<file path="src/rtl/seq_clk_div.sv">
// seq_clk_div: programmable 50%-duty clock divider fed by the sequence
// generator. A new divide ratio is accepted only at an output-period
// boundary, so every period is a whole, correctly shaped period. Odd ratios
// get their extra half cycle of high time from a negedge copy of the
// posedge phase register.
module seq_clk_div #(
  parameter int W = 4
) (
  input  logic         clk,
  input  logic         rst,
  input  logic         en,
  input  logic [W-1:0] div_in,
  output logic         div_rdy,
  output logic [W-1:0] cur_div,
  output logic         running,
  output logic         clk_out
);

  localparam logic IDLE = 1'b0;
  localparam logic RUN  = 1'b1;

  logic         state_q, state_d;
  logic [W-1:0] cnt_q, cnt_d;
  logic [W-1:0] cur_div_q, cur_div_d;
  logic         pos_q, pos_d;
  logic         neg_q;
  logic         at_end;
  logic         load_ok;

  // Last cycle of the current period. Only meaningful in RUN, where
  // cur_div_q >= 2, so the subtraction never underflows when it is used.
  assign at_end  = (cnt_q == cur_div_q - W'(1));
  assign div_rdy = (state_q == IDLE) ? en : at_end;
  // Ratios 0 and 1 are stop codes and are never loaded.
  assign load_ok = en && (div_in >= W'(2));

  // Next-state logic: sample the ratio at boundaries, count otherwise.
  always_comb begin
    // NOTE: every variable gets a default first so no path leaves it
    // unassigned, which would otherwise infer a latch.
    state_d   = state_q;
    cnt_d     = '0;
    cur_div_d = cur_div_q;
    if (div_rdy) begin
      if (load_ok) begin
        state_d   = RUN;
        cur_div_d = div_in;
      end else begin
        state_d   = IDLE;
        cur_div_d = '0;
      end
    end else if (state_q == RUN) begin
      cnt_d = cnt_q + W'(1);
    end
    // High for the first floor(N/2) cycles of each period; a fresh period
    // starts with cnt_d == 0 < h, so the rising edge lands on the load edge.
    pos_d = (state_d == RUN) && (cnt_d < (cur_div_d >> 1));
  end

  // Posedge state: FSM, counter, ratio in effect and the phase register.
  always_ff @(posedge clk or negedge rst) begin
    if (!rst) begin
      // NOTE: non-blocking assignments keep every flop sampling the
      // pre-edge values, independent of statement order.
      state_q   <= IDLE;
      cnt_q     <= '0;
      cur_div_q <= '0;
      pos_q     <= 1'b0;
    end else begin
      state_q   <= state_d;
      cnt_q     <= cnt_d;
      cur_div_q <= cur_div_d;
      pos_q     <= pos_d;
    end
  end

  // Half-cycle-delayed copy of the phase, used to stretch odd-ratio highs.
  always_ff @(negedge clk or negedge rst) begin
    if (!rst) begin
      neg_q <= 1'b0;
    end else begin
      neg_q <= pos_q;
    end
  end

  // Single OR of two registers whose edges are half a cycle apart.
  assign clk_out = pos_q | (neg_q & cur_div_q[0]);
  assign cur_div = cur_div_q;
  assign running = (state_q == RUN);

endmodule
</file>
<file path="config.mk">
export PLATFORM = sky130hd
export DESIGN_NAME = seq_clk_div
export DESIGN_NICKNAME = d
export VERILOG_FILES = /design/src/rtl/seq_clk_div.sv
export SDC_FILE = /design/constraint.sdc
export NUM_CORES = 1
export LEC_CHECK = 0
export CAP_MARGIN = 0
export CELL_PAD_IN_SITES_DETAIL_PLACEMENT = 1
export CELL_PAD_IN_SITES_GLOBAL_PLACEMENT = 1
export CORE_UTILIZATION = 30
export CTS_CLUSTER_DIAMETER = 30
export DETAILED_ROUTE_END_ITERATION = 8
export GPL_TIMING_DRIVEN = 0
export PLACE_DENSITY_LB_ADDON = 0.1
export SLEW_MARGIN = 30
export SYNTH_ARGS = -nofsm -noshare
export SYNTH_HDL_FRONTEND = slang
export SYNTH_SLANG_ARGS = --single-unit
</file>
<file path="constraint.sdc">
create_clock -name clk -period 5.6 [get_ports clk]
set_input_delay 1.12 -clock clk [delete_from_list [all_inputs] [get_ports clk]]
set_output_delay 1.12 -clock clk [all_outputs]
set_load 0.01 [all_outputs]
</file>
# After elaboration in Yosys (flattened, before gate mapping)
# Index checks and enable logic that the tools add are counted.
# totals
reg_bits,11
in_bits,7
out_inout_bits,7
# classes
n_addsub,2
order_cmp,2
eq_ne,1
muxes,7
bitwise_logic,2
n_reduce_logical,2
# op_table
cell,n
4-bit two-way mux,4
4-bit by 1-bit adder with 4-bit output (second input constant),1
4-bit == test,1
4-bit by 2-bit greater-or-equal comparator with 1-bit output (second input constant),1
4-bit by 3-bit < comparator with 1-bit output,1
4-bit by 1-bit subtractor with 4-bit output (second input constant),1
1-bit two-way mux,3
1-bit logical AND,2
1-bit bitwise AND,1
1-bit bitwise OR,1

# Logic depth before layout (Yosys ltp)
# Gate-level depths: netlist (run 1).
# logic_depth
word_depth,6
mapped_depth,11

==> impl_metrics.toml, run 1 <==
[outcome]
status = "finished, final reports clean"

[synth]
synth.lib_cells_used.distinct = 26
synth_nets = 68
yosys.area.top_type_share = 0.396
synthesis.area_um2 = 632
yosysTopAreaCell = "sky130_fd_sc_hd__dfrtp_1"
synth.ff_latch_count = 11
ys_top_cells_by_area = "sky130_fd_sc_hd__dfrtp_1 (40%), sky130_fd_sc_hd__ha_1 (7.9%), sky130_fd_sc_hd__a22o_2 (4.8%)"
seq_area_frac_synth = 0.436
syn_avg_cell_area_um2 = 11.1
post_synth_inst_count = 57
yosysWarningCount = 0

[critical_path]
critical_path.startpoint_type = "flip-flop"
timing.critical_path.from = "neg_q$_DFF_NN0_"
origin_of_the_critical_flop_to_flop_path = "pos_q$_DFF_PN0_"
cp_data_arrival_time_ps = 4120
crit_type = "flip-flop to primary output"
crit_fanout = 1
worst_setup_path_end_kind = "primary output"
worst_ep_required_time_ps = 4480

[clock_tree]
cts_setup_buffers = 0
cts_hold_buffers = 0
cts_inserted_buffers = 3
cts_tree = "built"
cts_max_path_buffers = 2
cts.htree.levels = 1
count_of_cells_resized_by_post_cts_repair = 0
path_clk_slew_ps = 70
clock_tree.root_cell = "sky130_fd_sc_hd__clkbuf_4"
clock_insertion_delay_worst_skew_ps = 270
tritoncts_num_sinks = 11

[min_path]
hold_path_class = "flip-flop to flip-flop"
holdCritStartpoint = "cnt_q[0]$_DFF_PN0_"

[route]
dr_total_vias = 493
vias_per_std_cell = 4.88
wl_met2_um = 646
maxUsedRoutingLayer = "met4"
ant_nets = 0
post-route-drc-count = 0
detailedRoute.firstPassIterationCount = 4
wl_met3_um = 44
wl_met1_um = 702
detail_route.wl_per_cell_um = 14.0
detail_route.wirelength_um = 1420
dr.first_iter.drc_count = 2

[sta]
maxSlewHeadroom = 0.654
final-setup-viol-count = 0
max_slew.worst_pin.slew_ps = 517
final-max-slew-violation-count = 0
rsz0062_at_grt = "no"
post-route-worst-setup-slack_ps = 361
fin_worst_skew_ps = 6.80
worst_hold_slack_ps = 562
total_negative_setup_slack_ps = 0
final_hold_viol_count = 0

[global_route]
global_route_wire_length_before_repair_um = 2290
first_global_vias = 487
grt_overflow = 0
grt_use_total = 0.149
antenna_found_initial = 0
grt_start_max_net_pins = 12

[floorplan]
design.portCount = 14
fp.dieH_um = 47.9
die_x_um = 47.9
fp.coreArea_um2 = 1960
floorplan.rows = 16
initial_core_util = 0.322
die-area_um2 = 2290

[final_layout]
num-nets-final = 86
area.growth.synth_to_final_pct = 30.1
antenna_cells_inserted = 0
final_layout_size_suffix_gt1_frac = 0.149
finalInstanceArea_um2 = 822
layout_commonest_cell = "sky130_fd_sc_hd__clkdlybuf4s50_1"
final_util = 0.419
commonest_cells_after_routing_fill_and_taps_aside = "sky130_fd_sc_hd__clkdlybuf4s50_1 (13), sky130_fd_sc_hd__dfrtp_1 (10), sky130_fd_sc_hd__nor2_1 (6)"
layout.cells.non_filler = 101

[pwr]
total_leakage_power_nw = 0.359
power_density_nw_per_um2 = 721
vdd_ir_drop_max_mv = 0.286
total_power_mw = 0.593

[placement]
placement.io_buffers = 13
numPlacedInstances = 97
detailedPlacementHpwl_um = 1100
place_area_um2 = 796
dp_slack_ps = 640
gp_congestion = 0.718

[run]
drv.max_cap_violation_count = 0
==> cells by family (layout without fill, tap and decap cells) <==
group | after synthesis | after routing | synth area share
AOI/OAI and AO/OA | 15 | 15 | 0.206
xor gates and xnor gates | 7 | 7 | 0.119
adders and majority gates | 4 | 4 | 0.0792
buffers and inverters | 5 | 22 | 0.0297
DFF | 11 | 11 | 0.436
muxes | 1 | 1 | 0.0158
and+or+nand+nor | 14 | 14 | 0.115
==> registers in the layout, indices dropped and copies added (netlist names) <==
signal and count:
cur_div 4, cnt_q 4, pos_q 1, running 1, neg_q 1
==> final timing paths <==
kind	end	slack (ps)	cells after the start
max	clk_out	360	2
min	cnt_q[0]$_DFF_PN0_	560	1
max reg2reg	neg_q$_DFF_NN0_	2280	0
min reg2reg	cnt_q[0]$_DFF_PN0_	560	1
max in group asynchronous	neg_q$_DFF_NN0_	1350	1
min in group asynchronous	cnt_q[1]$_DFF_PN0_	1190	1
==> synth_stat cells <==
| cell | count |
|---|---|
| sky130_fd_sc_hd__dfrtp_1 | 10 |
| sky130_fd_sc_hd__nor2_1 | 6 |
| sky130_fd_sc_hd__inv_1 | 5 |
| sky130_fd_sc_hd__ha_1 | 4 |
| sky130_fd_sc_hd__a22o_2 | 3 |
| sky130_fd_sc_hd__xnor2_1 | 3 |
| sky130_fd_sc_hd__xor2_1 | 3 |
| sky130_fd_sc_hd__a22oi_1 | 2 |
| sky130_fd_sc_hd__nand3_1 | 2 |
| sky130_fd_sc_hd__nor3_1 | 2 |
| sky130_fd_sc_hd__o211ai_1 | 2 |
| sky130_fd_sc_hd__a21boi_0 | 1 |
| sky130_fd_sc_hd__a21o_2 | 1 |
| sky130_fd_sc_hd__a21oi_1 | 1 |
| sky130_fd_sc_hd__a2bb2oi_1 | 1 |
| sky130_fd_sc_hd__a32o_1 | 1 |
| sky130_fd_sc_hd__and2_4 | 1 |
| sky130_fd_sc_hd__dfrtn_1 | 1 |
| sky130_fd_sc_hd__mux2i_1 | 1 |
| sky130_fd_sc_hd__nand2_1 | 1 |
| sky130_fd_sc_hd__nand3_2 | 1 |
| sky130_fd_sc_hd__nand3b_1 | 1 |
| sky130_fd_sc_hd__o21ai_0 | 1 |
| sky130_fd_sc_hd__o21ai_2 | 1 |
| sky130_fd_sc_hd__o21ai_4 | 1 |
| sky130_fd_sc_hd__xnor3_1 | 1 |
==> critical path, stage by stage (launching register included) <==
cell and delay (ps):
sky130_fd_sc_hd__dfrtn_1 390, sky130_fd_sc_hd__a21o_2 110, sky130_fd_sc_hd__clkdlybuf4s50_1 540
==> power breakdown <==
| group | switching (mW) | total [mW] | internal, mW |
|---|---|---|---|
| logic | 0.183 | 0.376 | 0.194 |
| clock network | 0.0278 | 0.0554 | 0.0276 |
| registers | 0.0431 | 0.161 | 0.118 |
==> metal layers <==
layer	vias up	global-route usage
met4	0	0.0500
met2	9	0.224
met5	-	0
met1	238	0.209
li1	242	-
met3	4	0.0340
==> layout make-up <==
class	instances	area [µm²]
fill	239	1140
multi-input combinational	41	338
sequential	11	275
timing repair buffer	13	130
tap	27	33.8
clock buffer	4	26.3
inverter	5	18.8
No activity file was read; power rests on OpenSTA's default activity.
==> run 2: changes to the inputs <==
--- a/config.mk
+++ b/config.mk
@@ -13,7 +13,6 @@
 export DETAILED_ROUTE_END_ITERATION = 8
 export GPL_TIMING_DRIVEN = 0
 export PLACE_DENSITY_LB_ADDON = 0.1
-export SLEW_MARGIN = 30
 export SYNTH_ARGS = -nofsm -noshare
 export SYNTH_HDL_FRONTEND = slang
 export SYNTH_SLANG_ARGS = --single-unit
==> results of run 2 <==
Final layout, timing and power as in run 1 (identical DEF).
==> run 3: changes to the inputs <==
--- a/config.mk
+++ b/config.mk
@@ -5,10 +5,11 @@
 export SDC_FILE = /design/constraint.sdc
 export NUM_CORES = 1
 export LEC_CHECK = 0
+export ABC_CLOCK_PERIOD_IN_PS = 5600
 export CAP_MARGIN = 0
 export CELL_PAD_IN_SITES_DETAIL_PLACEMENT = 1
 export CELL_PAD_IN_SITES_GLOBAL_PLACEMENT = 1
-export CORE_UTILIZATION = 30
+export CORE_UTILIZATION = 39
 export CTS_CLUSTER_DIAMETER = 30
 export DETAILED_ROUTE_END_ITERATION = 8
 export GPL_TIMING_DRIVEN = 0
==> run 3 against run 2 <==
Core utilization is 12 points higher. Hold slack improved by 0.65 ps. Combinational power about the same. Sequential power hardly changed. First-iteration DRC count increased by 50%. Final cell count fell by 11%. Largest power group unchanged.
==> impl_metrics.toml, run 3 (synthesized netlist as in run 1, its figures left out) <==
[outcome]
status = "finished, final reports clean"

[critical_path]
cp_data_arrival_time_ps = 4110
worst_ep_required_time_ps = 4480
worst_setup_path_end_kind = "primary output"
crit_type = "flip-flop to primary output"
cp_slowest_cell = "sky130_fd_sc_hd__clkdlybuf4s50_1"
slowest_delay_ps = 530
critical_path.startpoint_type = "flip-flop"
crit_chain = "a21o_2 > clkdlybuf4s50_1"
crit_fanout = 1

[final_layout]
commonest_cells_after_routing_fill_and_taps_aside = "sky130_fd_sc_hd__clkdlybuf4s50_1 (13), sky130_fd_sc_hd__dfrtp_1 (10), sky130_fd_sc_hd__nor2_1 (6)"
final_util = 0.537
layout.cells.non_filler = 90
antenna_cells_inserted = 0
num-nets-final = 86
area.growth.synth_to_final_pct = 27.9
finalInstanceArea_um2 = 808
layout_commonest_cell = "sky130_fd_sc_hd__clkdlybuf4s50_1"
final_layout_size_suffix_gt1_frac = 0.149

[floorplan]
initial_core_util = 0.419
floorplan.rows = 14
die-area_um2 = 1790
fp.coreArea_um2 = 1510
fp.dieH_um = 42.3
die_x_um = 42.3
design.portCount = 14

[placement]
gp_congestion = 0.728
dp_slack_ps = 665
detailedPlacementHpwl_um = 1040
placement.io_buffers = 13
numPlacedInstances = 86
place_area_um2 = 782

[pwr]
total_leakage_power_nw = 0.359
power_density_nw_per_um2 = 734
total_power_mw = 0.593
vdd_ir_drop_max_mv = 0.334

[sta]
fin_worst_skew_ps = 10.1
total_negative_setup_slack_ps = 0
rsz0062_at_grt = "no"
worst_hold_slack_ps = 563
final-max-slew-violation-count = 0
final_hold_viol_count = 0
post-route-worst-setup-slack_ps = 368
max_slew.worst_pin.slew_ps = 497
final-setup-viol-count = 0
maxSlewHeadroom = 0.668

[global_route]
grt_use_total = 0.178
global_route_wire_length_before_repair_um = 2370
grt_start_max_net_pins = 12
grt_overflow = 0
antenna_found_initial = 0
first_global_vias = 527

[clock_tree]
cts_tree = "built"
clock_insertion_delay_worst_skew_ps = 280
cts_setup_buffers = 0
tritoncts_num_sinks = 11
cts_hold_buffers = 0
cts.htree.levels = 1
count_of_cells_resized_by_post_cts_repair = 0
path_clk_slew_ps = 80
clock_tree.root_cell = "sky130_fd_sc_hd__clkbuf_4"
cts_inserted_buffers = 3
cts_max_path_buffers = 2

[route]
detail_route.wl_per_cell_um = 14.5
dr_total_vias = 493
ant_nets = 0
dr.first_iter.drc_count = 3
post-route-drc-count = 0
detailedRoute.firstPassIterationCount = 2
detail_route.wirelength_um = 1310
vias_per_std_cell = 5.48

[min_path]
hold_path_class = "flip-flop to flip-flop"

[run]
drv.max_cap_violation_count = 0
run 3: cell counts in the layout (fill, tap and decap cells not counted):
No cell type changed its count.
run 3: per-layer routing:
metal | share of wire | vias to the layer above | global-route usage
li1 | - | 242 | -
met1 | 0.47 | 235 | 0.234
met2 | 0.48 | 12 | 0.283
met3 | 0.035 | 4 | 0.0388
met4 | 0.011 | 0 | 0.0750
met5 | 0 | - | 0
run 3: final timing paths:
| kind | startpoint | end | slack [ps] | cells after the start |
|---|---|---|---|---|
| min | cnt_q[0]$_DFF_PN0_ | cnt_q[0]$_DFF_PN0_ | 560 | 1 |
| max in group asynchronous | rst | neg_q$_DFF_NN0_ | 1380 | 1 |
| max | neg_q$_DFF_NN0_ | clk_out | 370 | 2 |
| min reg2reg | cnt_q[0]$_DFF_PN0_ | cnt_q[0]$_DFF_PN0_ | 560 | 1 |
| min in group asynchronous | rst | cnt_q[0]$_DFF_PN0_ | 1170 | 1 |
| max reg2reg | pos_q$_DFF_PN0_ | neg_q$_DFF_NN0_ | 2270 | 0 |
run 3: power breakdown:
group          internal (mW)  switching, mW  leakage, nW
combinational          0.195          0.182        0.209
clock                 0.0276         0.0280       0.0150
sequential             0.118         0.0426        0.136
total                  0.340          0.253        0.359
run 3: layout make-up:
class,count,area [µm²]
clock buffers,4,26.3
multi-input cells,41,338
inverters,5,18.8
flip-flops and latches,11,275
well taps,16,20.0
repair buffers,13,130
fillers,180,698
run 3: worst max-delay path: cells and delay by family, from the launching register on:
| kind | cells | cell delay, ps |
|---|---|---|
| AOI/OAI and AO/OA | 1 | 110 |
| buffers and inverters | 1 | 530 |
| DFF | 1 | 390 |
